## src/rtl/cla_multiword_adder_seq.sv

```systemverilog
// Sequential wide adder: one 16-bit carry-lookahead slice adder reused over
// WORDS clocks, least significant slice first, with the slice carry-out
// registered and fed back as the next slice's carry-in.
module cla_multiword_adder_seq #(
    parameter int WORDS   = 4,
    parameter int SLICE_W = 16
) (
    input  logic                     clk,
    input  logic                     rst,
    input  logic                     start,
    input  logic [16*WORDS-1:0]      a,
    input  logic [16*WORDS-1:0]      b,
    input  logic                     c_in,
    output logic                     busy,
    output logic                     done,
    output logic [16*WORDS-1:0]      sum,
    output logic                     c_out,
    output logic                     overflow
);

    localparam int IDX_W = (WORDS > 1) ? $clog2(WORDS) : 1;
    localparam logic [IDX_W-1:0] LAST_IDX = IDX_W'(WORDS - 1);

    typedef enum logic {
        IDLE = 1'b0,
        RUN  = 1'b1
    } state_t;

    // Two-level carry lookahead: 4-bit groups with group generate/propagate,
    // then a lookahead over the four groups. Returns {carry_out, sum[15:0]}.
    function automatic logic [16:0] cla16(input logic [15:0] x,
                                          input logic [15:0] y,
                                          input logic        cin);
        logic [15:0] g;
        logic [15:0] p;
        logic [15:0] c;
        logic [3:0]  gg;
        logic [3:0]  gp;
        logic [4:0]  gc;
        g = x & y;
        p = x ^ y;
        for (int k = 0; k < 4; k++) begin
            gg[k] = g[4*k+3]
                  | (p[4*k+3] & g[4*k+2])
                  | (p[4*k+3] & p[4*k+2] & g[4*k+1])
                  | (p[4*k+3] & p[4*k+2] & p[4*k+1] & g[4*k]);
            gp[k] = &p[4*k +: 4];
        end
        gc[0] = cin;
        gc[1] = gg[0] | (gp[0] & cin);
        gc[2] = gg[1] | (gp[1] & gg[0]) | (gp[1] & gp[0] & cin);
        gc[3] = gg[2] | (gp[2] & gg[1]) | (gp[2] & gp[1] & gg[0])
              | (gp[2] & gp[1] & gp[0] & cin);
        gc[4] = gg[3] | (gp[3] & gg[2]) | (gp[3] & gp[2] & gg[1])
              | (gp[3] & gp[2] & gp[1] & gg[0])
              | (gp[3] & gp[2] & gp[1] & gp[0] & cin);
        for (int k = 0; k < 4; k++) begin
            c[4*k]   = gc[k];
            c[4*k+1] = g[4*k] | (p[4*k] & gc[k]);
            c[4*k+2] = g[4*k+1] | (p[4*k+1] & g[4*k])
                     | (p[4*k+1] & p[4*k] & gc[k]);
            c[4*k+3] = g[4*k+2] | (p[4*k+2] & g[4*k+1])
                     | (p[4*k+2] & p[4*k+1] & g[4*k])
                     | (p[4*k+2] & p[4*k+1] & p[4*k] & gc[k]);
        end
        return {gc[4], p ^ c};
    endfunction

    state_t                r_state;
    logic [IDX_W-1:0]      r_idx;
    logic                  r_carry;
    logic [16*WORDS-1:0]   r_a;
    logic [16*WORDS-1:0]   r_b;
    logic                  r_busy;
    logic                  r_done;
    logic [16*WORDS-1:0]   r_sum;
    logic                  r_c_out;
    logic                  r_overflow;

    logic [SLICE_W-1:0]    w_a_slice;
    logic [SLICE_W-1:0]    w_b_slice;
    logic [SLICE_W:0]      w_res;

    assign w_a_slice = r_a[r_idx*SLICE_W +: SLICE_W];
    assign w_b_slice = r_b[r_idx*SLICE_W +: SLICE_W];
    assign w_res     = cla16(w_a_slice, w_b_slice, r_carry);

    // Control FSM and datapath: capture on start, one slice per clock in RUN.
    always_ff @(posedge clk or posedge rst) begin
        if (rst) begin
            r_state    <= IDLE;
            r_idx      <= '0;
            r_carry    <= 1'b0;
            r_a        <= '0;
            r_b        <= '0;
            r_busy     <= 1'b0;
            r_done     <= 1'b0;
            r_sum      <= '0;
            r_c_out    <= 1'b0;
            r_overflow <= 1'b0;
        end else begin
            case (r_state)
                IDLE: begin
                    r_done <= 1'b0;
                    if (start) begin
                        r_a     <= a;
                        r_b     <= b;
                        r_carry <= c_in;
                        r_idx   <= '0;
                        r_busy  <= 1'b1;
                        r_state <= RUN;
                    end else begin
                        r_busy  <= 1'b0;
                        r_state <= IDLE;
                    end
                end
                RUN: begin
                    r_sum[r_idx*SLICE_W +: SLICE_W] <= w_res[SLICE_W-1:0];
                    r_carry <= w_res[SLICE_W];
                    if (r_idx == LAST_IDX) begin
                        r_c_out    <= w_res[SLICE_W];
                        r_overflow <= (w_a_slice[SLICE_W-1] == w_b_slice[SLICE_W-1]) &&
                                      (w_res[SLICE_W-1] != w_a_slice[SLICE_W-1]);
                        r_done     <= 1'b1;
                        r_busy     <= 1'b0;
                        r_idx      <= '0;
                        r_state    <= IDLE;
                    end else begin
                        r_idx      <= r_idx + 1'b1;
                        r_done     <= 1'b0;
                        r_busy     <= 1'b1;
                        r_state    <= RUN;
                    end
                end
                default: begin
                    r_state <= IDLE;
                    r_busy  <= 1'b0;
                    r_done  <= 1'b0;
                end
            endcase
        end
    end

    assign busy     = r_busy;
    assign done     = r_done;
    assign sum      = r_sum;
    assign c_out    = r_c_out;
    assign overflow = r_overflow;

endmodule

```

## config.mk

```make
export PLATFORM = sky130hd
export DESIGN_NAME = cla_multiword_adder_seq
export DESIGN_NICKNAME = d
export VERILOG_FILES = /design/src/rtl/cla_multiword_adder_seq.sv
export SDC_FILE = /design/constraint.sdc
export NUM_CORES = 1
export LEC_CHECK = 0
export ABC_CLOCK_PERIOD_IN_PS = 6400
export BUFFER_PORTS_ARGS = -buffer_cell sky130_fd_sc_hd__buf_2
export CAP_MARGIN = 20
export CORE_MARGIN = 10
export CORE_UTILIZATION = 45
export DETAILED_ROUTE_END_ITERATION = 12
export PLACE_DENSITY = 0.75
export SLEW_MARGIN = 5
export SYNTH_ARGS = -nofsm -noshare
export SYNTH_HDL_FRONTEND = slang
export SYNTH_SLANG_ARGS = --single-unit
```

## constraint.sdc

```tcl
create_clock -name clk -period 6.4 [get_ports clk]
set_clock_uncertainty 0.2 [all_clocks]
set_input_delay 0.64 -clock clk [delete_from_list [all_inputs] [get_ports clk]]
set_output_delay 0.64 -clock clk [all_outputs]
set_load 0.1 [all_outputs]
```

==> impl_metrics.ini <==
[synthesis]
synthSimpleGateAreaFrac = 0.04859
yosys_warnings = 0
ys_async_sr_fraction = 1.000
ys_ff_latch = 199
ys.flop_type = dfrtp_1
synth_area_um2 = 8910
synthXorXnorAreaFrac = 0.009830
muxShareOfSynthArea = 0.2449
synthCells = 629
synth.avg_cell_area_um2 = 14.17
synth_fa_ha_area_frac = 0.03988
synth_cell_types = 44
synth_compound_area_frac = 0.07850
seq_area_frac_synth = 0.5589
synth_top_family_by_area = multiplexers
syn_nets = 787
synth_edf_count = 0

[grt]
grt_first_pass_wirelength_um = 35710
grt_overflow = 0
grt_pass1_vias = 6332
grt_max_degree = 127
grt_use_total = 0.1748
antenna_found_initial = 5

[detailed_routing]
drt_pass1_iterations = 4
viasPerCell = 5.336
wl_per_cell_um = 20.55
drtAntennaViolNets = 0
vias = 5870
drt_wl_total_um = 22600
route.detailed.drc = 0
drt-initial-drc-count = 383

[place]
io_buffer_count = 199
place_congestion = 0.8169
dp_hpwl_um = 16650
place_inst = 1065

[clocking]
cts_resized = 0
cts.sinks = 199
clkLatencyLatePin_ps = 430
htree_levels = 4
clockBufferDepth = 2
cts_tree = done
cts_setup_buffers = 0
numCtsBuffers = 17
cts_hold_buf = 0
cts-root-buf = clkbuf_16
clk_pin_slew_ps = 70

[die]
core.rowCount = 51
die_w_um = 160.7
start_util = 0.4578
fp.dieH_um = 160.7
ios = 200
die-area_um2 = 25830
core_um2 = 19460

[critical_path]
crit_required_ps = 6500
path_class = reg2reg
arrival_ps = 4390
cp_slowest_cell = dfrtp_2
r2r-start = r_idx[0]
crit_chain = buf_4, mux4_2, ha_1, a21oi_1, nand2_1, a221oi_4, nand2_1, fa_1, xnor2_1, o21ai_0
critPathMostFrequentCell = nand2_1
startpoint = r_idx[0]
reg2reg_depth = 10
slowest_delay_ps = 960
path_max_fanout = 27
r2r_slack_ps = 2100
start_kind = register
r2r_end = sum[29]
endpoint = sum[29]
end_kind = register

[sta]
hold_viol_final = 0
maxSlewViolCount = 0
tns_ps = 0
maxSlewHeadroom = 0.3381
period_minus_slack_ps = 4295
setup_violations = 0
worst_pin_slew_ps = 985.2
rsz0062_at_grt = no
period_share = 0.6711
max_freq_mhz = 232.8

[final_layout]
drive_gt1_frac = 0.4916
final_cell_mix = 199 x buf_2, 197 x dfrtp_1, 128 x mux2_2
instances_no_fill = 1100
multiInputGateArea_um2 = 3765
seq_area_um2 = 4982
layout_commonest_cell = buf_2
nFillCells = 1631
fin_nets = 977
synthToLayoutAreaGrowth_pct = 20.24

[outcome]
status = finished clean

[hold_path]
hp-class = in2async

[flow_run]
max_cap_violations = 0
## how the worst min path moves through the flow
stage                        from       to  slack, ps  cells past startpoint
after floorplan           r_a[32]  r_a[32]        280                      1
after global placement    sum[27]  sum[27]        260                      2
after detailed placement  sum[59]  sum[59]        270                      2
after CTS                     rst  sum[35]        220                      2
after global routing        b[59]  r_b[59]        220                      2
final                         rst  sum[36]        180                      2
## layer usage
metal	wire, um	part of all wire	up-vias	GRT usage
met4	225	0.010	6	0.03805
li1	-	-	2705	-
met3	1689	0.075	21	0.06314
met5	47	0.0021	-	0
met1	10350	0.46	2950	0.2402
met2	10290	0.46	188	0.2609
## state kept, by name (all words and copies together), names as in the netlist, 2 cells and up
name and count:
sum 64, r_a 64, r_idx 2, r_b 64
## synth_stat cells, types with 4 or more instances
cell type	count	area, um2
fa_1	4	80.08
clkbuf_1	13	48.80
xor2_1	4	35.03
xnor2_1	6	52.55
or3_1	4	25.02
nand3_1	5	25.02
nor2_1	14	52.55
a22o_1	28	245.2
nand2b_1	6	37.54
nor3_1	5	25.02
mux2_2	128	1441
dfrtp_1	199	4980
a21oi_1	15	75.07
o21ai_0	34	170.2
buf_2	18	90.09
a32o_1	4	40.04
nand2_1	48	180.2
ha_1	22	275.3
mux4_2	32	720.7
inv_1	8	30.03
## through the flow
step	hold slack (ps)	utilization	worst slack [ps]	cell area, um2
after floorplan	275.2	-	134.3	8910
after global placement	259.4	0.5211	2153	10140
after detailed placement	265.3	0.5211	2065	10140
after CTS	219.0	0.5500	2036	10710
after global routing	221.2	0.5503	1750	10710
final	178.7	0.5504	2105	10710
## critical path, delay by kind of cell, from the launching register on
family                     cells  cell delay [ps]
adders and majority gates      2              770
buffers and inverters          1              410
AOI/OAI and AO/OA              3              710
muxes                          1              550
xor gates and xnor gates       1              290
and+or+nand+nor                2              260
DFF                            1              960
## cell type report
class                           count  area share
Sequential cell                   199      0.4651
Inverter                            8    0.003504
Antenna cell                        3   0.0007008
Timing Repair Buffer              203     0.09577
Tap cell                          265     0.03095
Multi-Input combinational cell    390      0.3514
Clock buffer                       21     0.04391
Clock inverter                     11    0.008643
## kinds of logic after synthesis
family	count (synthesis)
XOR/XNOR	10
adder cells (fa/ha/maj)	26
flip-flops	199
AO/OA/AOI/OAI	100
buffers and inverters	40
multiplexers	162
AND/OR/NAND/NOR	92
Power is left out: the tool's default activity adds up to more than one toggle a clock period on the data nets, which glitch-free logic cannot reach.
